File: config.mk
export PLATFORM = sky130hd
export DESIGN_NAME = seq_cmp
export DESIGN_NICKNAME = d
export VERILOG_FILES = /design/src/rtl/seq_cmp.sv
export SDC_FILE = /design/constraint.sdc
export NUM_CORES = 1
export LEC_CHECK = 0
export BUFFER_PORTS_ARGS = -buffer_cell sky130_fd_sc_hd__buf_2
export CORE_ASPECT_RATIO = 1.4
export CORE_MARGIN = 2
export CORE_UTILIZATION = 59
export DETAILED_ROUTE_END_ITERATION = 10
export PLACE_DENSITY = 0.85
export SLEW_MARGIN = 5
export SYNTH_ARGS = -nofsm -noshare
export SYNTH_HDL_FRONTEND = slang
export SYNTH_SLANG_ARGS = --single-unit
File: constraint.sdc
create_clock -name clk -period 8.2 [get_ports clk]
set_input_delay 0.41 -clock clk [delete_from_list [all_inputs] [get_ports clk]]
set_output_delay 0.41 -clock clk [all_outputs]
set_load 0.01 [all_outputs]
File: src/rtl/seq_cmp.sv
// seq_cmp -- sequential magnitude comparator.
//
// Compares two WIDTH-bit operands one SLICE-bit slice per clock, starting
// with the most significant slice. It stops at the first slice that
// differs, so the latency depends on the data.
//
// Ports
//   clk        rising-edge clock
//   rst_n      asynchronous active-low reset
//   flush      synchronous abort back to IDLE; overrides every other event
//   in_valid   request strobe (a, b, is_signed, zero_mode are valid)
//   in_ready   high only in IDLE, when a request can be accepted
//   a, b       operands (b is replaced by 0 when zero_mode=1)
//   is_signed  1 = two's-complement compare, 0 = unsigned compare
//   zero_mode  1 = compare a against zero
//   out_valid  cmp_res holds a result; held until out_ready
//   out_ready  consumer accepts the result
//   cmp_res    00 equal, 01 a greater, 10 a less
//   busy       high while an operation is in RUN or DONE
module seq_cmp #(
  parameter int WIDTH = 32,
  parameter int SLICE = 8
) (
  input  logic             clk,
  input  logic             rst_n,
  input  logic             flush,
  input  logic             in_valid,
  output logic             in_ready,
  input  logic [WIDTH-1:0] a,
  input  logic [WIDTH-1:0] b,
  input  logic             is_signed,
  input  logic             zero_mode,
  output logic             out_valid,
  input  logic             out_ready,
  output logic [1:0]       cmp_res,
  output logic             busy
);

  localparam int NSL = WIDTH / SLICE;
  localparam int IW  = (NSL > 1) ? $clog2(NSL) : 1;
  localparam logic [IW-1:0] LAST = IW'(NSL - 1);

  localparam logic [1:0] IDLE = 2'd0;
  localparam logic [1:0] RUN  = 2'd1;
  localparam logic [1:0] DONE = 2'd2;

  localparam logic [1:0] RES_EQ = 2'b00;
  localparam logic [1:0] RES_GT = 2'b01;
  localparam logic [1:0] RES_LT = 2'b10;

  logic [1:0]       state;
  logic [IW-1:0]    idx;
  logic [WIDTH-1:0] a_q;
  logic [WIDTH-1:0] b_q;
  logic             sgn_q;
  logic [SLICE-1:0] sa;
  logic [SLICE-1:0] sb;

  // Unsigned compare of two slices into the result encoding.
  function automatic logic [1:0] slice_cmp(input logic [SLICE-1:0] x,
                                           input logic [SLICE-1:0] y);
    if (x > y)      return RES_GT;
    else if (x < y) return RES_LT;
    else            return RES_EQ;
  endfunction

  assign in_ready = (state == IDLE);
  assign busy     = (state != IDLE);

  // Select the active slice. Flipping the sign bit of both operands in the
  // top slice maps two's-complement ordering onto unsigned ordering; lower
  // slices are already plain magnitude bits.
  always_comb begin
    sa = '0;
    sb = '0;
    for (int i = 0; i < NSL; i++) begin
      if (idx == IW'(i)) begin
        sa = a_q[i*SLICE +: SLICE];
        sb = b_q[i*SLICE +: SLICE];
      end
    end
    if (sgn_q && (idx == LAST)) begin
      sa[SLICE-1] = ~sa[SLICE-1];
      sb[SLICE-1] = ~sb[SLICE-1];
    end
  end

  always_ff @(posedge clk or negedge rst_n) begin
    if (!rst_n) begin
      state     <= IDLE;
      idx       <= '0;
      a_q       <= '0;
      b_q       <= '0;
      sgn_q     <= 1'b0;
      out_valid <= 1'b0;
      cmp_res   <= RES_EQ;
    end else if (flush) begin
      state     <= IDLE;
      out_valid <= 1'b0;
      cmp_res   <= RES_EQ;
    end else begin
      case (state)
        IDLE: begin
          if (in_valid) begin
            a_q   <= a;
            b_q   <= zero_mode ? '0 : b;
            sgn_q <= is_signed;
            idx   <= LAST;
            state <= RUN;
          end
        end
        RUN: begin
          if (sa != sb) begin
            // First differing slice decides; no need to look further.
            cmp_res   <= slice_cmp(sa, sb);
            out_valid <= 1'b1;
            state     <= DONE;
          end else if (idx == '0) begin
            cmp_res   <= RES_EQ;
            out_valid <= 1'b1;
            state     <= DONE;
          end else begin
            idx <= idx - 1'b1;
          end
        end
        DONE: begin
          if (out_ready) begin
            out_valid <= 1'b0;
            state     <= IDLE;
          end
        end
        default: state <= IDLE;
      endcase
    end
  end

endmodule

==> flow_summary.yaml, run 1 <==
sta:
  hold_slack_ns: 0.2394
  worst_pin_slew_ns: 1.018
  slew_headroom: 0.3217
  period_share: 0.4174
  drv_slew: 0
  rsz0062_at_grt: "false"
  max_freq_ghz: 0.2922
  period_needed_ns: 3.423
  finClkSkew_ns: 0.01458
  finalSetupTns_ns: 0
  setup_viol: 0
  hold_viol: 0
yosys:
  synth_edf_count: 0
  avgSynthCellArea_um2: 10.14
  netlist_area_um2: 3690
  ys_async_sr_fraction: 1.000
  yosys.area.top_type: "dfrtp_1"
  yosysWarnings: 0
  synth_nets: 447
  seq_area_frac_synth: 0.4883
  synth_top_area_frac: 0.4883
  synth_cell_types: 39
  postSynthCellCount: 364
  synthFlopType: "dfrtp_1"
  synth_seq_cells: 72
  synth_area_leaders: "dfrtp_1 49%, o21ai_0 5.7%, mux2_2 5.5%"
setup_path:
  path_class: "register to register"
  cp_max_fo: 32
  r2r-start: "idx[1]"
  start_kind: "register"
  startpoint: "idx[1]"
  arrival_ns: 3.66
  required_ns: 8.44
  endpoint_kind: "register"
floorplan:
  ios: 76
  initial_core_util: 0.6023
  die_area_um2: 6911
  core_area_um2: 6126
  die_x_um: 70.84
  die_y_um: 97.57
  fp-row-count: 34
pwr:
  peakVddDrop_uv: 151.4
  switchingPower_w: 0.0003340
  pwr-share-clk: 0.283
  p_int_w: 0.0007432
  pwr-share-seq: 0.466
  power.switching_fraction: 0.3101
  p_per_area_nw_per_um2: 253.0
  power_leakage_nw: 1.950
  power_frac_comb: 0.250
global_routing:
  grt_pass1_wl_um: 13270
  grt_use_total: 0.2460
  grt_overflow: 0
  grt_max_degree: 98
  antenna_found_initial: 0
  first_global_vias: 3036
final_layout:
  design_area_um2: 4258
  fin_cells: 504
  drive_gt1_frac: 0.2639
  n_antenna_cell: 0
  area_growth_pct: 15.39
  fillers: 475
  final_nets: 510
  layout.area.seq_um2: 1802
  multi_input_area_um2: 1752
run_status:
  status: "finished, final reports clean"
clock_network:
  cts_tree: "yes"
  hold_buffers: 0
  cts-resized-gates: 0
  clock_tree.root_cell: "clkbuf_8"
  cts-buffers-inserted: 9
  clk_latency_ns: 0.37
  post_cts_buffers: 0
  h-tree-depth: 3
  path_clk_slew_ns: 0.08
  clock_path_buffers: 2
  cts_num_sinks: 72
hold_path:
  hold_path.class: "input port to async pin"
placement:
  placed_area_um2: 4045
  place_inst: 488
  gp_congestion: 0.9353
  dp_hpwl_um: 5597
  io_buffers: 75
detailed_routing:
  drtIter0Drc: 143
  via_per_inst: 5.619
  dr.pass1.iters: 4
  routed-via-count: 2832
  wl_um: 7948
  wl_per_cell_um: 15.77
  drc: 0
  ant_nets: 0
run:
  max_cap_viol_count: 0
[worst max-delay path, stage by stage, from the launching register on]
cell and delay (ns):
dfrtp_1 0.41, inv_1 0.09, ha_1 0.82, nor2b_1 0.10, a221oi_1 0.39, nor3_1 0.08
a21oi_1 0.18, ha_1 0.29, and4b_1 0.23, a211oi_1 0.25, o221ai_1 0.19, a32o_1 0.25
[path summary, 6_finish.rpt]
path | endpoint | slack, ns | cells after the start
hold / removal | a_q[6] | 0.24 | 2
setup / recovery | cmp_res[0] | 4.78 | 11
setup reg to reg | cmp_res[0] | 4.78 | 11
hold reg to reg | b_q[0] | 0.49 | 2
min in group clk | a_q[22] | 0.25 | 2
max in group asynchronous | sgn_q | 7.36 | 2
[power groups by stage]
stage	registers, W	clock network, W	logic (W)
2_1_floorplan	0.000486	0	0.000200
3_3_place_gp	0.000504	0	0.000254
3_5_place_dp	0.000509	0	0.000270
4_1_cts	0.000502	0.000307	0.000273
5_1_grt	0.000512	0.000321	0.000303
6_report	0.000502	0.000305	0.000270
[logic make-up after synthesis]
group                    Yosys count  synth area share
AO/OA/AOI/OAI                     87            0.1367
buffers and inverters             29           0.03696
XOR/XNOR                           2          0.004748
flip-flops                        72            0.4883
adder cells (fa/ha/maj)           12           0.04069
AND/OR/NAND/NOR                  129            0.1919
multiplexers                      33            0.1007
[flip-flops by register name, summed over array words and instances, names as in the netlist]
signal and flops:
b_q 32, idx 2, out_valid 1, state 2, a_q 32, cmp_res 2, sgn_q 1
[stage by stage]
step           power (W)    util  setup slack [ns]
2_1_floorplan  0.0006859       -             5.626
3_3_place_gp   0.0007577  0.6603             5.008
3_5_place_dp   0.0007787  0.6603             4.861
4_1_cts         0.001082  0.6951             4.804
5_1_grt         0.001137  0.6951             4.580
6_report        0.001077  0.6951             4.777
[cell usage in the layout, fill, tap and decap left out, types with 7 or more instances in the layout]
cell | synthesis | routed
dfrtp_1 | 72 | 72
buf_2 | 7 | 75
a221oi_1 | 7 | 7
nand2_1 | 50 | 50
nor2b_1 | 14 | 14
ha_1 | 12 | 12
o21ai_0 | 42 | 42
nand3b_1 | 8 | 8
nor3_1 | 8 | 8
mux2_1 | 15 | 15
nand2b_1 | 32 | 32
a21oi_1 | 28 | 28
mux2_2 | 18 | 18
clkbuf_8 | 0 | 9
[Yosys cell counts (2+ instances only)]
cell type / instances
nand3_1: 2
xnor2_1: 2
buf_4: 3
dfrtp_1: 72
nand2b_1: 32
nor3_1: 8
inv_1: 5
ha_1: 12
clkbuf_1: 13
mux2_1: 15
a221oi_1: 7
nand2_1: 50
or3_1: 2
o21ai_0: 42
nor2_1: 4
a21oi_1: 28
mux2_2: 18
buf_2: 7
nand3b_1: 8
nor2b_1: 14
a211oi_1: 2
[routing by layer]
metal | vias up | wire [um] | global-route usage
li1 | 1384 | - | -
met1 | 1337 | 3093 | 0.2681
met4 | 0 | 344 | 0.1509
met2 | 76 | 4193 | 0.4263
met3 | 35 | 317 | 0.05290
met5 | - | 0 | 0
[final cells by class]
class | count | area share
Multi-Input combinational cell | 263 | 0.4114
Clock buffer | 11 | 0.03086
Tap cell | 72 | 0.02116
Sequential cell | 72 | 0.4232
Clock inverter | 5 | 0.01910
Timing Repair Buffer | 76 | 0.08992
Inverter | 5 | 0.004408
No activity file was read; power rests on OpenSTA's default activity.
==> run 2, diff against run 1 <==
--- a/config.mk
+++ b/config.mk
@@ -8,9 +8,9 @@
 export BUFFER_PORTS_ARGS = -buffer_cell sky130_fd_sc_hd__buf_2
 export CORE_ASPECT_RATIO = 1.4
 export CORE_MARGIN = 2
-export CORE_UTILIZATION = 59
+export CORE_UTILIZATION = 50
 export DETAILED_ROUTE_END_ITERATION = 10
-export PLACE_DENSITY = 0.85
+export PLACE_DENSITY = 0.77
 export SLEW_MARGIN = 5
 export SYNTH_ARGS = -nofsm -noshare
 export SYNTH_HDL_FRONTEND = slang
==> constraint.sdc (replaced) <==
create_clock -name clk -period 3.1 [get_ports clk]
set_input_delay 0.155 -clock clk [delete_from_list [all_inputs] [get_ports clk]]
set_output_delay 0.155 -clock clk [all_outputs]
set_load 0.01 [all_outputs]
==> run 2 against run 1 <==
Against the previous run:
- core utilization is 9.1 points lower
- count of clock-buffer cells in the layout is 2 higher
- maximum frequency is 18% higher
- register-to-register slack worse by 4.6 ns
- clock skew is 0.0064 ns lower
- global-route usage is 2.9 points lower
- largest cell class unchanged
- highest routed layer unchanged
==> flow_summary.yaml, run 2 (same netlist as run 1, synthesis figures left out) <==
run_status:
  status: "finished, final reports clean"
sta:
  period_needed_ns: 2.898
  setup_viol: 0
  slew_headroom: 0.6547
  max_freq_ghz: 0.3451
  period_share: 0.9348
  drv_slew: 0
  worst_pin_slew_ns: 0.5180
  hold_viol: 0
  rsz0062_at_grt: "false"
  finalSetupTns_ns: 0
  finClkSkew_ns: 0.008154
floorplan:
  fp-row-count: 37
  die_area_um2: 8092
  die_x_um: 76.60
  core_area_um2: 7268
  initial_core_util: 0.5077
  ios: 76
  die_y_um: 105.6
final_layout:
  final_common_cell: "buf_2"
  final_nets: 520
  reg.largest.list: "a_q (32), b_q (32)"
  drive_gt1_frac: 0.2760
  area_growth_pct: 19.02
  design_area_um2: 4392
  n_antenna_cell: 0
  fillers: 654
  final_cell_mix: "75 x buf_2, 72 x dfrtp_1, 50 x nand2_1"
placement:
  placed_area_um2: 4126
  gp_congestion: 0.8592
  io_buffers: 75
  dp_hpwl_um: 5830
global_routing:
  grt_pass1_wl_um: 13640
  first_global_vias: 3023
  grt_max_degree: 65
  grt_overflow: 0
  antenna_found_initial: 0
  grt_use_total: 0.2166
clock_network:
  clock_tree.root_cell: "clkbuf_8"
  cts_tree: "yes"
  clock_path_buffers: 2
  cts-buffers-inserted: 9
  h-tree-depth: 3
  cts_num_sinks: 72
  clk_latency_ns: 0.35
  post_cts_buffers: 0
  path_clk_slew_ns: 0.07
pwr:
  power_leakage_nw: 2.003
  peakVddDrop_uv: 332.4
  p_per_area_nw_per_um2: 639.5
detailed_routing:
  via_per_inst: 5.302
  dr.pass1.iters: 4
  routed-via-count: 2858
  drtIter0Drc: 155
  wl_per_cell_um: 14.78
  ant_nets: 0
  wl_um: 7969
  drc: 0
setup_path:
  cp-endpoint: "cmp_res[1]"
  endpoint_kind: "register"
  rr_worst_depth: 12
  arrival_ns: 3.16
  reg2reg_slack_ns: 0.20
  cp_max_fo: 32
  start_kind: "register"
  r2r-end: "cmp_res[1]"
  path_class: "register to register"
  startpoint: "idx[1]"
  required_ns: 3.36
  r2r-start: "idx[1]"
hold_path:
  hold_path.class: "input port to register"
run:
  max_cap_viol_count: 0
## run 2: cell count changes in the layout (fill, tap and decap cells not counted), moves of 2 or more
cell           previous run  this run
clkbuf_8                  9        11
dlygate4sd3_1             0         5
buf_4                     1         5
a221oi_2                  0         2
a221oi_1                  7         5
## run 2: worst min path at each step
stage	startpoint	endpoint	slack [ns]	cells past startpoint
6_report	a[25]	a_q[25]	0.02	2
3_5_place_dp	rst_n	a_q[0]	0.09	1
4_1_cts	a[3]	a_q[3]	0.004	2
2_1_floorplan	rst_n	a_q[0]	-0.14	0
5_1_grt	a[25]	a_q[25]	0.02	2
3_3_place_gp	rst_n	a_q[3]	0.08	1
## run 2: timing repair
action | in CTS | in global routing
endpoints found under the setup margin | 0 | 5
hold buffers | 5 | 0
gates resized for setup | 0 | 4
endpoints found under the hold margin | 19 | 0
## run 2: cell type report
| type | instances | area, um2 | share of cell area |
|---|---|---|---|
| clock buffers | 13 | 158.9 | 0.03618 |
| clock inverters | 3 | 40.04 | 0.009117 |
| inverters | 5 | 18.77 | 0.004274 |
| multi-input cells | 263 | 1768 | 0.4026 |
| flip-flops and latches | 72 | 1802 | 0.4103 |
| well taps | 97 | 121.4 | 0.02764 |
| repair buffers | 86 | 483.0 | 0.1100 |
## run 2: metal layers
metal | global-route usage | part of all wire | vias to the layer above
met1 | 0.2455 | 0.41 | 1338
met2 | 0.3767 | 0.51 | 80
met4 | 0.1286 | 0.041 | 0
met5 | 0 | 0 | -
li1 | - | - | 1413
met3 | 0.04195 | 0.044 | 27
## run 2: per-stage QoR
step | total power [W] | hold WS [ns] | utilization | setup WS (ns) | instances
after floorplan | 0.001814 | -0.1406 | - | 0.5255 | 364
after global placement | 0.002010 | 0.08465 | 0.5677 | 0.2656 | 518
after detailed placement | 0.002059 | 0.08618 | 0.5677 | 0.1564 | 518
after CTS | 0.002824 | 0.004111 | 0.6020 | 0.1267 | 539
after global routing | 0.002984 | 0.01547 | 0.6042 | 0.02288 | 539
final | 0.002809 | 0.01891 | 0.6042 | 0.2020 | 539
## run 2: critical path: stages (launching register included)
cell and delay [ns]:
dfrtp_1 0.43, inv_1 0.10, ha_1 0.19, buf_12 0.18, nor2b_1 0.08, a221oi_2 0.30, nor3_1 0.08, a21oi_1 0.16
ha_1 0.28, and4b_1 0.20, a211oi_1 0.28, o221ai_1 0.23, o31ai_1 0.28
## run 2: report_power, final
part | switching, W | internal (W) | leakage, nW
clock | 0.000337 | 0.000414 | 0.103
sequential | 0.000144 | 0.00117 | 0.892
combinational | 0.000392 | 0.000349 | 1.01
==> run 3, diff against run 2 <==
--- a/config.mk
+++ b/config.mk
@@ -5,12 +5,13 @@
 export SDC_FILE = /design/constraint.sdc
 export NUM_CORES = 1
 export LEC_CHECK = 0
+export ABC_AREA = 1
 export BUFFER_PORTS_ARGS = -buffer_cell sky130_fd_sc_hd__buf_2
 export CORE_ASPECT_RATIO = 1.4
 export CORE_MARGIN = 2
-export CORE_UTILIZATION = 50
+export CORE_UTILIZATION = 55
 export DETAILED_ROUTE_END_ITERATION = 10
-export PLACE_DENSITY = 0.77
+export PLACE_DENSITY = 0.8
 export SLEW_MARGIN = 5
 export SYNTH_ARGS = -nofsm -noshare
 export SYNTH_HDL_FRONTEND = slang
==> constraint.sdc (replaced) <==
create_clock -name clk -period 3 [get_ports clk]
set_input_delay 0.15 -clock clk [delete_from_list [all_inputs] [get_ports clk]]
set_output_delay 0.15 -clock clk [all_outputs]
set_load 0.01 [all_outputs]
==> run 3 against run 2 <==
Against the previous run:
- the flow now finishes with violations (hold timing)
- first-iteration DRC count grew 37%
- non-clock buffer count grew 4
- via count grew 13%
- largest cell class unchanged
- wire length grew 2.8%
==> flow_summary.yaml, run 3 <==
placement:
  gp_congestion: 0.8312
  io_buffers: 75
  dp_hpwl_um: 5852
yosys:
  yosys.area.top_type: "dfrtp_1"
  seq_area_frac_synth: 0.5009
  postSynthCellCount: 468
  synth_nets: 551
  yosysWarnings: 0
  synth_seq_cells: 72
  synth_top_area_frac: 0.5009
  netlist_area_um2: 3597
  avgSynthCellArea_um2: 7.686
  synthFlopType: "dfrtp_1"
  synth_cell_types: 20
  synthTopCellsByCount: "184 x nand2_1, 72 x dfrtp_1, 45 x nand3_1"
  yosysMostFrequentCell: "nand2_1"
  synth_area_leaders: "dfrtp_1 50%, nand2_1 19%, nand3_1 6.3%"
  ys_async_sr_fraction: 1.000
  synth_edf_count: 0
final_layout:
  fillers: 537
  drive_gt1_frac: 0.1821
  n_antenna_cell: 0
  final_cell_mix: "184 x nand2_1, 75 x buf_2, 72 x dfrtp_1"
  area_growth_pct: 19.69
  final_nets: 628
  final_common_cell: "nand2_1"
  final_core_util: 0.6885
  reg.largest.list: "a_q (32), b_q (32)"
run_status:
  violations: "hold timing"
  status: "complete, but fails checks"
detailed_routing:
  dr.pass1.iters: 4
  via_per_inst: 5.182
  ant_nets: 0
  wl_um: 8189
  wl_per_cell_um: 13.19
  routed-via-count: 3218
  drtIter0Drc: 212
  drc: 0
sta:
  hold_slack_ns: -0.009438
  period_needed_ns: 2.721
  slew_headroom: 0.4061
  finalSetupTns_ns: 0
  finClkSkew_ns: 0.01048
  drv_slew: 0
  hold_viol: 4
  max_freq_ghz: 0.3675
  period_share: 0.9071
  rsz0062_at_grt: "false"
  setup_viol: 0
  worst_pin_slew_ns: 0.8909
clock_network:
  cts_tree: "yes"
  path_clk_slew_ns: 0.08
  clk_latency_ns: 0.35
  clock_path_buffers: 2
  clock_tree.root_cell: "clkbuf_8"
  h-tree-depth: 3
  cts_num_sinks: 72
  post_cts_buffers: 0
  cts-buffers-inserted: 9
floorplan:
  die_area_um2: 7213
  die_y_um: 99.69
  ios: 76
  core_area_um2: 6254
  die_x_um: 72.35
  fp-row-count: 34
  initial_core_util: 0.5752
setup_path:
  required_ns: 3.24
  start_kind: "register"
  arrival_ns: 2.96
  cp_max_fo: 7
  path_class: "register to register"
  endpoint_kind: "register"
  rr_worst_depth: 14
global_routing:
  first_global_vias: 3058
  grt_overflow: 0
  grt_use_total: 0.2410
  grt_pass1_wl_um: 13510
  grt_max_degree: 82
  antenna_found_initial: 0
pwr:
  peakVddDrop_uv: 446.9
  p_per_area_nw_per_um2: 754.3
  power_leakage_nw: 2.358
hold_path:
  hold_path.class: "input port to async pin"
run:
  max_cap_viol_count: 0
run 3: cell count changes after synthesis, moves of 7 or more:
cell / change
inv_1: +26
nand3b_1: -8
mux2_2: -18
nor3_1: -8
o21ai_0: -8
nand2b_1: -32
nand3_1: +43
mux2_1: -15
nand2_1: +134
a221oi_1: -7
nor2_1: +14
nor2b_1: -14
run 3: final cells by class:
class / instances / area, um2 / area share
Clock inverter: 6 / 85.08 / 0.01976
Timing Repair Buffer: 90 / 508.0 / 0.1180
Multi-Input combinational cell: 339 / 1573 / 0.3653
Tap cell: 72 / 90.09 / 0.02092
Inverter: 33 / 123.9 / 0.02877
Sequential cell: 72 / 1802 / 0.4185
Clock buffer: 9 / 123.9 / 0.02877
run 3: worst paths after layout:
path	start	to	slack [ns]
worst min register to register	a_q[16]	a_q[16]	0.47
min in group clk	a[17]	a_q[17]	0.01
worst max register to register	idx[1]	state[1]	0.28
worst min-delay path	rst_n	b_q[10]	-0.009
max in group asynchronous	rst_n	b_q[26]	2.41
worst max-delay path	idx[1]	state[1]	0.28
run 3: power by group:
group	switching (W)	internal (W)
logic	0.000682	0.000435
registers	0.000132	0.00118
clock network	0.000356	0.000460
run 3: per-stage QoR:
step | worst slack, ns | hold slack [ns] | total power [W] | cell area (um2) | instances
after floorplan | 0.6426 | -0.1456 | 0.002094 | 3597 | 468
after global placement | 0.4034 | 0.3508 | 0.002395 | 4016 | 598
after detailed placement | 0.2632 | 0.3533 | 0.002435 | 4016 | 598
after CTS | 0.1932 | 0.0001455 | 0.003258 | 4305 | 621
after global routing | 0.02821 | 0.002784 | 0.003501 | 4305 | 621
final | 0.2788 | -0.009438 | 0.003248 | 4305 | 621
run 3: cell families after synthesis:
logic type / Yosys count / synth area share
and+or+nand+nor: 250 / 0.2814
DFF: 72 / 0.5009
adders and majority gates: 12 / 0.04174
buffers and inverters: 57 / 0.06191
xor gates and xnor gates: 1 / 0.002435
AOI/OAI and AO/OA: 76 / 0.1117
run 3: worst max-delay path, cell delays in order (launching register included):
cell	delay (ns)
dfrtp_1	0.40
inv_1	0.08
ha_1	0.27
inv_1	0.10
nand2_1	0.17
nor2_1	0.14
a21oi_1	0.05
o21ai_0	0.17
nand2_1	0.09
ha_1	0.30
nand2_1	0.07
nor2_1	0.27
nand4_1	0.27
nand3_1	0.16
nand2_1	0.06
run 3: what timing repair did:
item,CTS,global route
hold buffers,8,0
endpoints found under the setup margin,0,4
resized for setup,0,1
hold endpoints to repair,8,0
run 3: metal layers:
layer / up-vias / track usage / part of all wire
met5: - / 0 / 0
met4: 0 / 0.08273 / 0.018
met3: 12 / 0.04762 / 0.046
met2: 82 / 0.4150 / 0.50
met1: 1465 / 0.2989 / 0.43
li1: 1659 / - / -
